$ cat config.mk
export PLATFORM = sky130hd
export DESIGN_NAME = intc_priority_arbiter
export DESIGN_NICKNAME = d
export VERILOG_FILES = /design/src/rtl/intc_priority_arbiter.sv
export SDC_FILE = /design/constraint.sdc
export NUM_CORES = 1
export LEC_CHECK = 0
export CAP_MARGIN = 20
export CELL_PAD_IN_SITES_DETAIL_PLACEMENT = 0
export CELL_PAD_IN_SITES_GLOBAL_PLACEMENT = 1
export CORE_MARGIN = 1.5
export CORE_UTILIZATION = 37
export CTS_CLUSTER_DIAMETER = 100
export DETAILED_ROUTE_END_ITERATION = 8
export GPL_ROUTABILITY_DRIVEN = 0
export PLACE_DENSITY = 0.83
export SLEW_MARGIN = 20
export SYNTH_ARGS = -nofsm -noshare
export SYNTH_HDL_FRONTEND = slang
export SYNTH_SLANG_ARGS = --single-unit
$ cat constraint.sdc
create_clock -name clk -period 20.8 [get_ports clk]
set_input_delay 6.24 -clock clk [delete_from_list [all_inputs] [get_ports clk]]
set_output_delay 6.24 -clock clk [all_outputs]
set_load 0.05 [all_outputs]
$ cat src/rtl/intc_priority_arbiter.sv
// Priority arbiter behind the interrupt mode-select stage: picks the highest pending line,
// compares it against the CPU mask, and runs the request/ack/clear handshake.
module intc_priority_arbiter #(
    parameter int unsigned NUM_LINES = 8,
    parameter int unsigned PRIO_W    = 4,
    localparam int unsigned ID_W     = $clog2(NUM_LINES)
) (
    input  logic                        clk,
    input  logic                        rst,
    input  logic [NUM_LINES-1:0]        priority_selected,
    input  logic [NUM_LINES*PRIO_W-1:0] line_prio,
    input  logic [PRIO_W-1:0]           mask_level,
    output logic                        irq_req,
    output logic [ID_W-1:0]             irq_id,
    output logic [PRIO_W-1:0]           irq_level,
    input  logic                        irq_ack,
    output logic [NUM_LINES-1:0]        clr_pend
);

    typedef enum logic [1:0] {
        StIdle,
        StReq,
        StClear
    } state_e;

    state_e                 state_q;
    logic                   irq_req_q;
    logic [ID_W-1:0]        irq_id_q;
    logic [PRIO_W-1:0]      irq_level_q;
    logic [NUM_LINES-1:0]   clr_pend_q;

    logic                   cand_valid_d, cand_valid_q;
    logic [ID_W-1:0]        cand_id_d, cand_id_q;
    logic [PRIO_W-1:0]      cand_level_d, cand_level_q;
    logic [NUM_LINES-1:0]   served_onehot;

    // Strict '>' keeps the lowest index on ties and never selects a level-0 line.
    always_comb begin
        cand_level_d = '0;
        cand_id_d    = '0;
        for (int i = 0; i < NUM_LINES; i++) begin
            if (priority_selected[i] && (line_prio[i*PRIO_W +: PRIO_W] > cand_level_d)) begin
                cand_level_d = line_prio[i*PRIO_W +: PRIO_W];
                cand_id_d    = ID_W'(i);
            end
        end
        cand_valid_d = (cand_level_d != '0) && (cand_level_d > mask_level);
    end

    always_ff @(posedge clk) begin
        if (rst) begin
            cand_valid_q <= 1'b0;
            cand_id_q    <= '0;
            cand_level_q <= '0;
        end else begin
            cand_valid_q <= cand_valid_d;
            cand_id_q    <= cand_id_d;
            cand_level_q <= cand_level_d;
        end
    end

    always_comb begin
        served_onehot           = '0;
        served_onehot[irq_id_q] = 1'b1;
    end

    always_ff @(posedge clk) begin
        if (rst) begin
            state_q     <= StIdle;
            irq_req_q   <= 1'b0;
            irq_id_q    <= '0;
            irq_level_q <= '0;
            clr_pend_q  <= '0;
        end else begin
            unique case (state_q)
                StIdle: begin
                    clr_pend_q <= '0;
                    if (cand_valid_q) begin
                        state_q     <= StReq;
                        irq_req_q   <= 1'b1;
                        irq_id_q    <= cand_id_q;
                        irq_level_q <= cand_level_q;
                    end
                end
                StReq: begin
                    if (irq_ack) begin
                        // id/level stay frozen on the served line through StClear.
                        state_q    <= StClear;
                        irq_req_q  <= 1'b0;
                        clr_pend_q <= served_onehot;
                    end else if (!cand_valid_q) begin
                        state_q   <= StIdle;
                        irq_req_q <= 1'b0;
                    end else if (cand_level_q > irq_level_q) begin
                        irq_id_q    <= cand_id_q;
                        irq_level_q <= cand_level_q;
                    end
                end
                StClear: begin
                    state_q    <= StIdle;
                    irq_req_q  <= 1'b0;
                    clr_pend_q <= '0;
                end
                default: begin
                    state_q    <= StIdle;
                    irq_req_q  <= 1'b0;
                    clr_pend_q <= '0;
                end
            endcase
        end
    end

    assign irq_req   = irq_req_q;
    assign irq_id    = irq_id_q;
    assign irq_level = irq_level_q;
    assign clr_pend  = clr_pend_q;

endmodule

== Word-level counts from Yosys, hierarchy flattened ==
Index checks and enable logic that the tools add are counted.
W data, S select, Z words.
Storage, ports and cells
  flip-flop bits (word level): 26
  input bits: 47
  output and inout bits: 16
  logic and storage cells: 78
Cells by class
  $lt $le $gt $ge: 12
  equality and inequality tests: 6
  mux-type cells: 35
  bitwise gates (word level): 1
  reduce and logical (&&, ||, !) cells: 16
Operators by type and width (count)
  $mux W4: 12
  $gt A4 B4 Y1: 9
  $mux W3: 10
  $logic_and A1 B1 Y1: 10
  $ne A2 B2 Y1 const B: 4
  $pmux W4 S2: 1
  $mux W2: 3
  $pmux W3 S2: 1
  $mux W1: 5
  $reduce_and A5 Y1: 1
  $gt A4 B1 Y1 const B: 1
  $lt A3 B4 Y1 const B: 1
  $pmux W2 S2: 1
  $reduce_bool A4 Y1: 1
  $demux W1 S3: 1
  $ge A3 B1 Y1 const B: 1
  $ne A3 B3 Y1 const B: 1
  $eq A2 B1 Y1 const B: 1
  $logic_not A2 Y1: 1
  $pmux W1 S2: 1
  $reduce_and A2 Y1: 1
  $reduce_bool A2 Y1: 1
  $reduce_or A2 Y1: 1
  $not A1 Y1: 1

== Logic depth before layout (Yosys ltp) ==
  depth in word-level cells: 26
  mapped depth: 70
  depth with buffers taken out: 69

== Worst setup path after synthesis ==
Ideal clock, no wire load.
  path type: in2reg
  start point: in priority_selected[0]
  end point: reg cand_valid_q
  library setup time: 0.141 ns
  arrival time: 17.894 ns
  required time: 20.659 ns
  path slack: 2.765 ns
  cell stages on the path: 60
  buffers on the path: 1
  cell sequence: nand2_1 > ha_1 > nor2b_4 > o211ai_2 > a21oi_1 > nand2_1 > o21ai_0 > inv_1 > ha_1 > a21o_1 > and3_1 > o311ai_4 > or2_1 > buf_2 > mux2_2 > inv_1 > ha_1 > nor2b_1 > [... 24 more ...] > ha_1 > a21o_1 > o221ai_1 > a21oi_4 > o22ai_4 > mux2_2 > ha_1 > inv_1 > a21o_1 > and3_1 > o221ai_1 > mux2i_4 > mux2_2 > ha_1 > a21oi_1 > a211oi_1 > a2111oi_0 > a311oi_2
On the way
  longest elaborated chain between the ends: 25
  elaborated cells on any way between the ends: 26
  those cells by class: order compare: 8; mux: 8; reduce/logical: 10
RTL lines
  from (decl): line 10  | input logic [NUM_LINES-1:0] priority_selected,
  $logic_and A1 B1 Y1 (*): line 42  | if (priority_selected[i] && (line_prio[i*PRIO_W +: PRIO_W] > cand_level_d)) begin
  $mux W4 (*): line 42
  $gt A4 B4 Y1: line 42
  $logic_and A1 B1 Y1: line 42
  $mux W4 (*): line 42
  $gt A4 B4 Y1: line 42
  $logic_and A1 B1 Y1: line 42
  $mux W4 (*): line 42
  [... 10 more ...]
  $logic_and A1 B1 Y1: line 42
  $mux W4 (*): line 42
  $gt A4 B4 Y1: line 42
  $logic_and A1 B1 Y1: line 42
  $mux W4 (*): line 42
  net cand_level_d[1]: line 34  | logic [PRIO_W-1:0] cand_level_d, cand_level_q;
  $gt A4 B4 Y1 / $reduce_bool A4 Y1 (equally long branches): line 47  | cand_valid_d = (cand_level_d != '0) && (cand_level_d > mask_level);
  $logic_and A1 B1 Y1 (*): line 47
  to (signal assigned): line 56  | cand_valid_q <= cand_valid_d;
  to (decl): line 32  | logic cand_valid_d, cand_valid_q;
The timed path passes the listed nets; every way through them passes the cells marked *.
A chain may end at the register's enable or synchronous reset.

== Worst setup path after layout ==
Ends and elaborated chain as after synthesis.

==> results.json <==
{
  "ioPinCount": 63,
  "synthDominantCellAreaShare_pct": 19.0,
  "synth_area_per_cell_um2": 8.10,
  "cts_hold_buf": 0,
  "layout_setup_ws_ns": 1.18,
  "grt_usage_pct": 15.7,
  "crit_fanout": 9,
  "die_area_um2": 7630,
  "critical_path_arrival_ns": 19.74,
  "area_growth_pct": 29.0,
  "p_total_mw": 0.303,
  "clock_path_buffers": 2,
  "via_per_inst": 5.16,
  "root_buffer": "clkbuf_8",
  "synth-seq-area-share_pct": 19.0,
  "insertion_delay_ns": 0.26,
  "hp-class": "register to register",
  "cp_common_cell": "ha_1",
  "setup_viol": 0,
  "drtIter0Drc": 78,
  "synth_seq_cells": 25,
  "place_hpwl_um": 4900,
  "h-tree-depth": 1,
  "yosys.area.top_type": "dfxtp_1",
  "num_vias": 2476,
  "clkSinkCount": 25,
  "critPathSlowestCell": "a2111oi_0",
  "maxCapViolCount": 0,
  "die_y_um": 87.4,
  "max_slew.worst_pin.slew_ns": 0.928,
  "grt_max_degree": 17,
  "rsz0062_at_grt": "false",
  "synth_warnings": 0,
  "finalSetupTns_ns": 0,
  "powerDensity_nw_per_um2": 89.2,
  "wl_um": 5770,
  "cts_tree": "built",
  "critPathRequiredTime_ns": 20.92,
  "wl_per_cell_um": 12.0,
  "synth_edf_count": 0,
  "clock_skew_ns": 0.00428,
  "slowest_delay_ns": 0.54,
  "slew_violations": 0,
  "min_period_over_period_pct": 94.3,
  "remaining_drc_errors": 0,
  "dpl_worst_slack_ns": 0.795,
  "grt_pass1_wl_um": 10000,
  "coreArea_um2": 6830,
  "antenna-diode-count": 0,
  "clk_pin_slew_ns": 0.08,
  "dr.pass1.iters": 4,
  "ir_worst_vdd_v": 0.0000382,
  "synth_ff_type": "dfxtp_1",
  "status": "finished, final reports clean",
  "rows": 30,
  "max_freq_mhz": 51.0,
  "cts_buffers": 3,
  "initial_core_util_pct": 38.5,
  "synthCells": 325,
  "critPathLaunchType": "input pin",
  "path_class": "input pin to register",
  "critPathCaptureType": "register",
  "portBuffers": 62,
  "fin_crit_ns": 19.62,
  "die-width_um": 87.4,
  "fill_cells": 700,
  "finalNetCount": 461,
  "slew_headroom_pct": 38.2,
  "grt_pass1_vias": 2354,
  "synth.area.top_cells": "dfxtp_1 19%, ha_1 14%, inv_1 5.6%, nor2_1 4.8%, a21oi_1 4.2%",
  "antenna_found_initial": 0,
  "drive_above_1_share_pct": 9.64,
  "p_leak_nw": 1.40,
  "antenna_left": 0,
  "synthDistinctLibCells": 67,
  "syn_area_um2": 2630,
  "syn_nets": 401,
  "grt-ovfl-total": 0,
  "hold_viol_final": 0,
  "ys_async_sr_fraction_pct": 0
}
==> cells in the final DEF, fill, tap and decap left out, types with 3 or more instances in the layout <==
cell / n
a21o_1: 5
a21oi_1: 22
and2_1: 3
clkbuf_8: 3
clkdlybuf4s50_1: 62
dfxtp_1: 25
ha_1: 29
inv_1: 39
mux2_2: 9
mux2i_1: 10
nand2_1: 26
nand3_1: 10
nand4_1: 8
nor2_1: 34
nor2b_1: 5
nor3b_1: 3
o211ai_1: 6
o21a_1: 6
o21ai_0: 13
o221ai_1: 3
==> routing by layer <==
metal	wire (um)	share of wire [%]	GRT usage, %	vias to the layer above
met2	2780	48	27.7	55
met3	188	3.3	0.948	4
met5	0	0	0	-
li1	-	-	-	1299
met1	2760	48	20.6	1118
met4	49	0.85	3.90	0
==> final timing paths <==
path / endpoint / from / depth (start not counted) / slack [ns]
setup / recovery: cand_valid_q / priority_selected[0] / 61 / 1.18
hold / removal: clr_pend[6] / clr_pend[6] / 2 / 0.46
setup reg to reg: irq_level[0] / irq_level[1] / 9 / 18.54
hold reg to reg: clr_pend[6] / clr_pend[6] / 2 / 0.46
==> state kept, by name (all words and copies together) (netlist names) <==
name	count
cand_id_q	3
irq_req	1
irq_id	3
cand_valid_q	1
irq_level	4
state_q	1
cand_level_q	4
clr_pend	8
==> report_power, final <==
group | leakage (nW) | total, mW | internal, mW | switching, mW
Clock | 0.0255 | 0.0272 | 0.0133 | 0.0139
Combinational | 1.17 | 0.212 | 0.0959 | 0.116
Sequential | 0.204 | 0.0639 | 0.0580 | 0.00595
Total | 1.40 | 0.303 | 0.167 | 0.135
==> cell type report <==
class	count	area, um^2	area share [%]
clock buffers	3	41.3	1.22
clock inverters	1	5.00	0.147
inverters	39	146	4.31
multi-input cells	254	1960	57.8
flip-flops and latches	25	500	14.7
well taps	96	120	3.54
repair buffers	62	621	18.3
==> per-stage QoR <==
step / area, um^2 / utilization [%] / hold slack [ns] / instances
global route: 3400 / 49.7 / 0.487 / 480
CTS: 3390 / 49.7 / 0.468 / 480
detailed placement: 3350 / 49.0 / 0.454 / 476
global placement: 3350 / 49.0 / 0.447 / 476
floorplan: 2630 / - / 0.432 / 325
finish: 3400 / 49.7 / 0.465 / 480
==> cells in the mapped netlist, drive strengths merged (4+ instances only) <==
library cell / instances
o21ai: 16
nor2: 36
nand4: 8
inv: 39
a21oi: 24
o211ai: 8
ha: 29
o21a: 6
nand3: 10
mux2: 12
mux2i: 13
dfxtp: 25
a21o: 5
and2: 4
clkbuf: 6
nand2: 26
nor2b: 6
==> kinds of logic (layout without fill, tap and decap cells) <==
| group | count (synthesis) | in the layout | share of synthesized area, % |
|---|---|---|---|
| flops | 25 | 25 | 19.0 |
| xor+xnor | 4 | 4 | 1.33 |
| simple gates | 107 | 107 | 21.5 |
| buf+inv | 46 | 105 | 6.61 |
| compound gates | 89 | 89 | 26.6 |
| fa+ha+maj | 29 | 29 | 13.8 |
| mux | 25 | 25 | 11.1 |
==> repair_timing <==
item,4_1_cts,5_1_grt
resized for setup,0,1
setup buffers,0,0
hold endpoints to repair,0,0
endpoints found under the setup margin,0,1
==> worst max-delay path, delay by kind of cell <==
family,cells,cell delay (ns)
compound gates,28,5.76
fa+ha+maj,8,2.37
buf+inv,5,0.80
mux,7,2.34
simple gates,13,2.21
No activity file was read; power rests on OpenSTA's default activity.
